## src/rtl/pc_seq_pkg.sv

```systemverilog
// Shared types and constants for the fetch PC sequencer.
package pc_seq_pkg;

    typedef enum logic [1:0] {
        ST_BOOT = 2'd0,
        ST_RUN  = 2'd1,
        ST_HOLD = 2'd2
    } state_e;

    typedef enum logic [2:0] {
        SRC_NONE = 3'd0,
        SRC_BR   = 3'd1,
        SRC_J    = 3'd2,
        SRC_JR   = 3'd3,
        SRC_EXC  = 3'd4
    } redir_src_e;

    localparam logic [31:0] PC_STEP = 32'd4;

    // Branch immediate is a word offset: sign-extend, then scale to bytes.
    function automatic logic [31:0] br_byte_offset(input logic [15:0] off);
        return {{14{off[15]}}, off, 2'b00};
    endfunction

endpackage

```

## src/rtl/pc_fetch_sequencer_if.sv

```systemverilog
// Fetch request bus between the PC sequencer (master) and instruction memory (slave).
interface pc_fetch_sequencer_if;
    logic        fetch_valid;
    logic        fetch_ready;
    logic [31:0] fetch_pc;

    modport master (output fetch_valid, output fetch_pc, input fetch_ready);
    modport slave  (input fetch_valid, input fetch_pc, output fetch_ready);
endinterface

```

## src/rtl/pc_fetch_sequencer_target_mux.sv

```systemverilog
// Redirect target computation and priority selection (exc > jr > j > br).
module pc_target_mux
    import pc_seq_pkg::*;
#(
    parameter logic [31:0] EXC_VECTOR = 32'h8000_0180
) (
    input  logic        br_taken,
    input  logic [31:0] br_pc4,
    input  logic [15:0] br_offset,
    input  logic        j_valid,
    input  logic [31:0] j_pc4,
    input  logic [25:0] j_index,
    input  logic        jr_valid,
    input  logic [31:0] jr_target,
    input  logic        exc_valid,
    output logic        redir_valid,
    output logic [31:0] redir_target,
    output logic        misalign
);

    redir_src_e src;
    logic       jr_misaligned;

    assign jr_misaligned = (jr_target[1:0] != 2'b00);

    always_comb begin
        src = SRC_NONE;
        if (exc_valid)     src = SRC_EXC;
        else if (jr_valid) src = SRC_JR;
        else if (j_valid)  src = SRC_J;
        else if (br_taken) src = SRC_BR;
    end

    always_comb begin
        redir_valid  = (src != SRC_NONE);
        redir_target = '0;
        misalign     = 1'b0;
        case (src)
            SRC_BR:  redir_target = br_pc4 + br_byte_offset(br_offset);
            SRC_J:   redir_target = {j_pc4[31:28], j_index, 2'b00};
            SRC_JR: begin
                // A misaligned register target is turned into an exception redirect.
                if (jr_misaligned) begin
                    redir_target = EXC_VECTOR;
                    misalign     = 1'b1;
                end else begin
                    redir_target = jr_target;
                end
            end
            SRC_EXC: redir_target = EXC_VECTOR;
            default: redir_target = '0;
        endcase
    end

endmodule

```

## src/rtl/pc_fetch_sequencer.sv

```systemverilog
// Fetch PC owner: FSM, PC register, pending-redirect register and redirect counter.
//   state   | meaning
//   BOOT    | one idle cycle after reset, redirects ignored
//   RUN     | request outstanding on the fetch bus
//   HOLD    | stalled, no request; redirects load fetch_pc directly
module pc_fetch_sequencer
    import pc_seq_pkg::*;
#(
    parameter logic [31:0] RESET_PC   = 32'h0000_0000,
    parameter logic [31:0] EXC_VECTOR = 32'h8000_0180,
    parameter int          CNT_W      = 16
) (
    input  logic                 clk,
    input  logic                 rst_n,
    pc_fetch_sequencer_if.master fetch_if,
    input  logic                 stall,
    input  logic                 br_taken,
    input  logic [31:0]          br_pc4,
    input  logic [15:0]          br_offset,
    input  logic                 j_valid,
    input  logic [31:0]          j_pc4,
    input  logic [25:0]          j_index,
    input  logic                 jr_valid,
    input  logic [31:0]          jr_target,
    input  logic                 exc_valid,
    output logic                 redirect_taken,
    output logic                 misalign_err,
    output logic [CNT_W-1:0]     redirect_count
);

    state_e             state_q, state_d;
    logic [31:0]        fetch_pc_q, fetch_pc_d;
    logic               pend_valid_q, pend_valid_d;
    logic [31:0]        pend_target_q, pend_target_d;
    logic               redirect_taken_q, redirect_taken_d;
    logic [CNT_W-1:0]   redirect_count_q, redirect_count_d;

    logic               redir_valid;
    logic [31:0]        redir_target;
    logic               redir_misalign;
    logic               accept;

    pc_target_mux #(.EXC_VECTOR(EXC_VECTOR)) u_target_mux (
        .br_taken     (br_taken),
        .br_pc4       (br_pc4),
        .br_offset    (br_offset),
        .j_valid      (j_valid),
        .j_pc4        (j_pc4),
        .j_index      (j_index),
        .jr_valid     (jr_valid),
        .jr_target    (jr_target),
        .exc_valid    (exc_valid),
        .redir_valid  (redir_valid),
        .redir_target (redir_target),
        .misalign     (redir_misalign)
    );

    assign fetch_if.fetch_valid = (state_q == ST_RUN);
    assign fetch_if.fetch_pc    = fetch_pc_q;
    assign accept               = fetch_if.fetch_valid & fetch_if.fetch_ready;

    assign redirect_taken = redirect_taken_q;
    assign redirect_count = redirect_count_q;
    // Redirects are ignored in BOOT, so a misaligned JR there is not reported.
    assign misalign_err   = rst_n & (state_q != ST_BOOT) & redir_misalign;

    always_comb begin
        state_d          = state_q;
        fetch_pc_d       = fetch_pc_q;
        pend_valid_d     = pend_valid_q;
        pend_target_d    = pend_target_q;
        redirect_taken_d = 1'b0;
        redirect_count_d = redirect_count_q;

        case (state_q)
            ST_BOOT: state_d = ST_RUN;
            ST_RUN: begin
                if (accept) begin
                    if (redir_valid) begin
                        fetch_pc_d       = redir_target;
                        pend_valid_d     = 1'b0;
                        redirect_taken_d = 1'b1;
                    end else if (pend_valid_q) begin
                        fetch_pc_d       = pend_target_q;
                        pend_valid_d     = 1'b0;
                        redirect_taken_d = 1'b1;
                    end else begin
                        fetch_pc_d = fetch_pc_q + PC_STEP;
                    end
                    state_d = stall ? ST_HOLD : ST_RUN;
                end else if (redir_valid) begin
                    // Request still on the bus: PC must stay stable, park the redirect.
                    pend_valid_d  = 1'b1;
                    pend_target_d = redir_target;
                end
            end
            ST_HOLD: begin
                if (redir_valid) begin
                    fetch_pc_d       = redir_target;
                    pend_valid_d     = 1'b0;
                    redirect_taken_d = 1'b1;
                end else if (pend_valid_q) begin
                    fetch_pc_d       = pend_target_q;
                    pend_valid_d     = 1'b0;
                    redirect_taken_d = 1'b1;
                end
                state_d = stall ? ST_HOLD : ST_RUN;
            end
            default: state_d = ST_BOOT;
        endcase

        if (redirect_taken_d && (redirect_count_q != {CNT_W{1'b1}})) begin
            redirect_count_d = redirect_count_q + CNT_W'(1);
        end
    end

    always_ff @(posedge clk) begin
        if (!rst_n) begin
            state_q          <= ST_BOOT;
            fetch_pc_q       <= RESET_PC;
            pend_valid_q     <= 1'b0;
            pend_target_q    <= '0;
            redirect_taken_q <= 1'b0;
            redirect_count_q <= '0;
        end else begin
            state_q          <= state_d;
            fetch_pc_q       <= fetch_pc_d;
            pend_valid_q     <= pend_valid_d;
            pend_target_q    <= pend_target_d;
            redirect_taken_q <= redirect_taken_d;
            redirect_count_q <= redirect_count_d;
        end
    end

endmodule
```

## src/flat_wrapper.sv

```systemverilog
// flat-port wrapper written by rule: the top's interface ports become plain ports
module pc_fetch_sequencer_flat import pc_seq_pkg::*;
#(
    parameter logic [31:0] RESET_PC   = 32'h0000_0000,
    parameter logic [31:0] EXC_VECTOR = 32'h8000_0180,
    parameter int          CNT_W      = 16
)
  (clk, rst_n, stall, br_taken, br_pc4, br_offset, j_valid, j_pc4, j_index, jr_valid, jr_target, exc_valid, redirect_taken, misalign_err, redirect_count, fetch_if_fetch_valid, fetch_if_fetch_pc, fetch_if_fetch_ready);
  pc_fetch_sequencer_if fetch_if_i ();
  input  logic clk;
  input  logic rst_n;
  input  logic stall;
  input  logic br_taken;
  input  logic [31:0] br_pc4;
  input  logic [15:0] br_offset;
  input  logic j_valid;
  input  logic [31:0] j_pc4;
  input  logic [25:0] j_index;
  input  logic jr_valid;
  input  logic [31:0] jr_target;
  input  logic exc_valid;
  output logic redirect_taken;
  output logic misalign_err;
  output logic [CNT_W-1:0] redirect_count;
  output wire logic [$bits(fetch_if_i.fetch_valid)-1:0] fetch_if_fetch_valid;
  output wire logic [$bits(fetch_if_i.fetch_pc)-1:0] fetch_if_fetch_pc;
  input wire logic [$bits(fetch_if_i.fetch_ready)-1:0] fetch_if_fetch_ready;
  assign fetch_if_fetch_valid = fetch_if_i.fetch_valid;
  assign fetch_if_fetch_pc = fetch_if_i.fetch_pc;
  assign fetch_if_i.fetch_ready = fetch_if_fetch_ready;
  pc_fetch_sequencer #(.RESET_PC(RESET_PC), .EXC_VECTOR(EXC_VECTOR), .CNT_W(CNT_W)) u_core (.clk(clk), .rst_n(rst_n), .fetch_if(fetch_if_i), .stall(stall), .br_taken(br_taken), .br_pc4(br_pc4), .br_offset(br_offset), .j_valid(j_valid), .j_pc4(j_pc4), .j_index(j_index), .jr_valid(jr_valid), .jr_target(jr_target), .exc_valid(exc_valid), .redirect_taken(redirect_taken), .misalign_err(misalign_err), .redirect_count(redirect_count));
endmodule
```

## config.mk

```make
export PLATFORM = sky130hd
export DESIGN_NAME = pc_fetch_sequencer_flat
export DESIGN_NICKNAME = d
export VERILOG_FILES = /design/src/rtl/pc_seq_pkg.sv /design/src/rtl/pc_fetch_sequencer_if.sv /design/src/rtl/pc_fetch_sequencer_target_mux.sv /design/src/rtl/pc_fetch_sequencer.sv /design/src/flat_wrapper.sv
export SDC_FILE = /design/constraint.sdc
export NUM_CORES = 1
export LEC_CHECK = 0
export ABC_CLOCK_PERIOD_IN_PS = 2900
export BUFFER_PORTS_ARGS = -buffer_cell sky130_fd_sc_hd__buf_4
export CAP_MARGIN = 15
export CORE_AREA = 3 3 86 169
export DETAILED_ROUTE_END_ITERATION = 6
export DIE_AREA = 0 0 89 172
export PLACE_DENSITY = 0.77
export SLEW_MARGIN = 10
export SYNTH_ARGS = -nofsm -noshare
export SYNTH_HDL_FRONTEND = slang
export SYNTH_SLANG_ARGS = --single-unit
```

## constraint.sdc

```tcl
create_clock -name clk -period 2.9 [get_ports clk]
set_clock_uncertainty 0.05 [all_clocks]
set_input_delay 0.58 -clock clk [delete_from_list [all_inputs] [get_ports clk]]
set_output_delay 0.58 -clock clk [all_outputs]
set_load 0.02 [all_outputs]
```

==> impl_metrics.env <==
export IMPL_tightest_slew_ns=0.6312
export IMPL_ys_warn_count=0
export IMPL_drtIter0Drc=466
export IMPL_path_class="in -> reg"
export IMPL_dp_slack_ns=-0.2681
export IMPL_cts_buffers=9
export IMPL_wire_per_inst_um=18.04
export IMPL_path_clk_slew_ns=0.06
export IMPL_cts_root_buf="clkbuf_16"
export IMPL_grt_busiest_layer="met2"
export IMPL_slowest_delay_ns=0.37
export IMPL_seq_area_frac_synth=0.2642
export IMPL_slew_violations=0
export IMPL_syn_to_final_growth_pct=35.42
export IMPL_via_per_inst=6.152
export IMPL_post_cts_buffers=0
export IMPL_ys_top_cells_by_count="84 x dfxtp_1, 76 x a21oi_1, 74 x nor2_1, 70 x o21ai_0, 61 x nand2_1"
export IMPL_cts_sinks=84
export IMPL_end_kind="flip-flop"
export IMPL_endpoint="u_core.fetch_if.fetch_pc[27]"
export IMPL_syn_nets=1006
export IMPL_place_area_mm2=0.008312
export IMPL_synth_edff_count=0
export IMPL_grt_antenna_before_repair=0
export IMPL_period_needed_ns=2.837
export IMPL_netlist_area_mm2=0.006366
export IMPL_power_mw=4.328
export IMPL_r2r_slack_ns=0.54
export IMPL_hold_viol=0
export IMPL_cp_required_ns=3.05
export IMPL_yosysMostFrequentCell="dfxtp_1"
export IMPL_gp_congestion=0.9463
export IMPL_firstDrtPassIters=7
export IMPL_insertion_delay_ns=0.33
export IMPL_synth_distinct_cells=70
export IMPL_hpwl_um=17000
export IMPL_period_share=0.9782
export IMPL_ys_top_cells_by_area="dfxtp_1 26%, ha_1 6.9%, a21oi_1 6.0%, o21ai_0 5.5%, xor2_1 4.7%"
export IMPL_p_leak_nw=3.683
export IMPL_r2r_start="u_core.state_q[0]"
export IMPL_start_util=0.4737
export IMPL_relSlewSlack=0.5786
export IMPL_fillers=1204
export IMPL_synth_ff_latch_count=84
export IMPL_cts_buffer_depth=2
export IMPL_peakVddDrop_v=0.0002707
export IMPL_arrival_ns=2.98
export IMPL_ctsHtreeMaxLevel=3
export IMPL_critical_path_max_fanout=5
export IMPL_synthArstFlopShare=0
export IMPL_path_common_cell="a31oi_1"
export IMPL_cp_top_family="compound AO/OA/AOI/OAI gates"
export IMPL_critPathLaunchType="input port"
export IMPL_r2r_cells=10
export IMPL_hold_buffers=0
export IMPL_cp_depth=10
export IMPL_grt_overflow_total=0
export IMPL_use_met3=0.02814
export IMPL_max_cap_violations=0
export IMPL_ant_nets=0
export IMPL_cts_tree="done"
export IMPL_setup_viol=0
export IMPL_max_freq_ghz=0.3525
export IMPL_use_met1=0.2897
export IMPL_num_antenna_cells=0
export IMPL_crit_buf_inv=1
export IMPL_p_per_area_mw_per_mm2=502.1
export IMPL_grtUsageTotal=0.2780
export IMPL_grt_pass1_wl_um=33620
export IMPL_die_w_um=89
export IMPL_die_h_um=172
export IMPL_grt_pass1_vias=7060
export IMPL_dieArea_mm2=0.01531
export IMPL_synth_area_per_cell_um2=7.726
export IMPL_core_area_mm2=0.01344
export IMPL_vias=7345
export IMPL_routed_wl_um=21540
export IMPL_layout_drive_gt1_share=0.2849
export IMPL_cts_resized=0
export IMPL_synth_top_area_cell="dfxtp_1"
export IMPL_setup_ws_ns=0.06321
export IMPL_status="complete, no violations"
export IMPL_grt_max_degree=51
export IMPL_drc=0
export IMPL_yosysTopAreaCellShare=0.2642
export IMPL_finalNetCount=1218
export IMPL_final_area_mm2=0.008621
export IMPL_io_buffers=168
export IMPL_crit_slowest_cell="a211o_2"
export IMPL_ys_flop_type="dfxtp_1"
export IMPL_rr_endpoint="u_core.redirect_count[11]"
export IMPL_use_met2=0.5175
export IMPL_hold_path_class="reg -> reg"
export IMPL_syn_inst=824
export IMPL_ios=197
export IMPL_crit_path_start="br_pc4[6]"
export IMPL_cp_cell_sequence="buf_4, ha_1, and3_1, a211o_2, a21boi_2, a211oi_1, o21a_1, or3_1, a31oi_1, a31oi_1"
export IMPL_rows=60
-- tightest hold or removal path: stages, from the launching register on --
cell and delay, ns:
dfxtp_1 0.30, inv_1 0.07, a221oi_2 0.06
-- layout make-up --
| class | count | area, µm² | share of cell area |
|---|---|---|---|
| inverter | 15 | 56.30 | 0.006531 |
| clock inverter | 3 | 15.01 | 0.001742 |
| clock buffer | 11 | 242.7 | 0.02816 |
| tap | 155 | 193.9 | 0.02250 |
| sequential | 84 | 1682 | 0.1951 |
| timing repair buffer | 253 | 1924 | 0.2232 |
| multi-input combinational | 673 | 4507 | 0.5228 |
-- report_power, final --
part / internal (mW) / total (mW) / switching, mW / leakage [nW]
sequential: 1.33 / 1.54 / 0.211 / 0.687
combinational: 0.799 / 1.77 / 0.968 / 2.87
clock: 0.589 / 1.02 / 0.435 / 0.131
-- metrics by stage --
stage / util / instances / TNS [ns] / hold slack, ns
5_1_grt: 0.6415 / 1194 / -0.003682 / 0.4666
2_1_floorplan: - / 824 / -0.03553 / 0.3951
3_3_place_gp: 0.6185 / 1180 / -2.448 / 0.4075
4_1_cts: 0.6377 / 1194 / 0 / 0.4389
6_report: 0.6415 / 1194 / 0 / 0.4318
3_5_place_dp: 0.6185 / 1180 / -3.258 / 0.4283
-- how the worst min path moves through the flow --
stage	startpoint	endpoint	slack [ns]	cells past startpoint
after floorplan	u_core.pend_target_q[0]	u_core.pend_target_q[0]	0.40	2
after global placement	u_core.pend_target_q[0]	u_core.pend_target_q[0]	0.41	2
after detailed placement	u_core.pend_target_q[29]	u_core.pend_target_q[29]	0.43	2
after CTS	u_core.pend_target_q[29]	u_core.pend_target_q[29]	0.44	2
after global routing	u_core.pend_target_q[29]	u_core.pend_target_q[29]	0.47	2
final	u_core.pend_target_q[29]	u_core.pend_target_q[29]	0.43	2
-- flip-flops by register name, indices dropped and copies added (netlist names) --
register / flops
u_core.redirect_count: 16
u_core.redirect_taken: 1
u_core.fetch_if.fetch_pc: 32
u_core.pend_valid_q: 1
u_core.pend_target_q: 32
u_core.state_q: 2
-- cells in the final DEF, fill, tap and decap left out, drive strengths merged, types with 12 or more instances in the layout --
cell,Yosys,routed
buf,4,253
dfxtp,84,84
a21oi,77,77
nor2,75,75
o21ai,74,74
nand2,61,61
ha,35,35
xor2,34,34
nand3,30,30
xnor2,25,25
a31oi,24,24
nor3,20,20
and3,17,17
a211oi,17,17
o211ai,17,17
a21o,16,16
nand4,15,15
inv,14,14
a221oi,14,14
and2,13,13
a222oi,12,12
-- cell families after synthesis --
kind of cell,after synthesis,share of synthesized area
buffers and inverters,67,0.04324
adders and majority gates,36,0.07193
DFF,84,0.2642
muxes,3,0.004717
AOI/OAI and AO/OA,305,0.3221
xor gates and xnor gates,59,0.08117
and+or+nand+nor,270,0.2127
-- per-layer routing --
layer  wire length (µm)  vias up
li1                   -     3515
met1               7616     3424
met5                  0        -
met3               1198       90
met2              11470      316
met4               1260        0
Power figures use the tool's default switching activity.
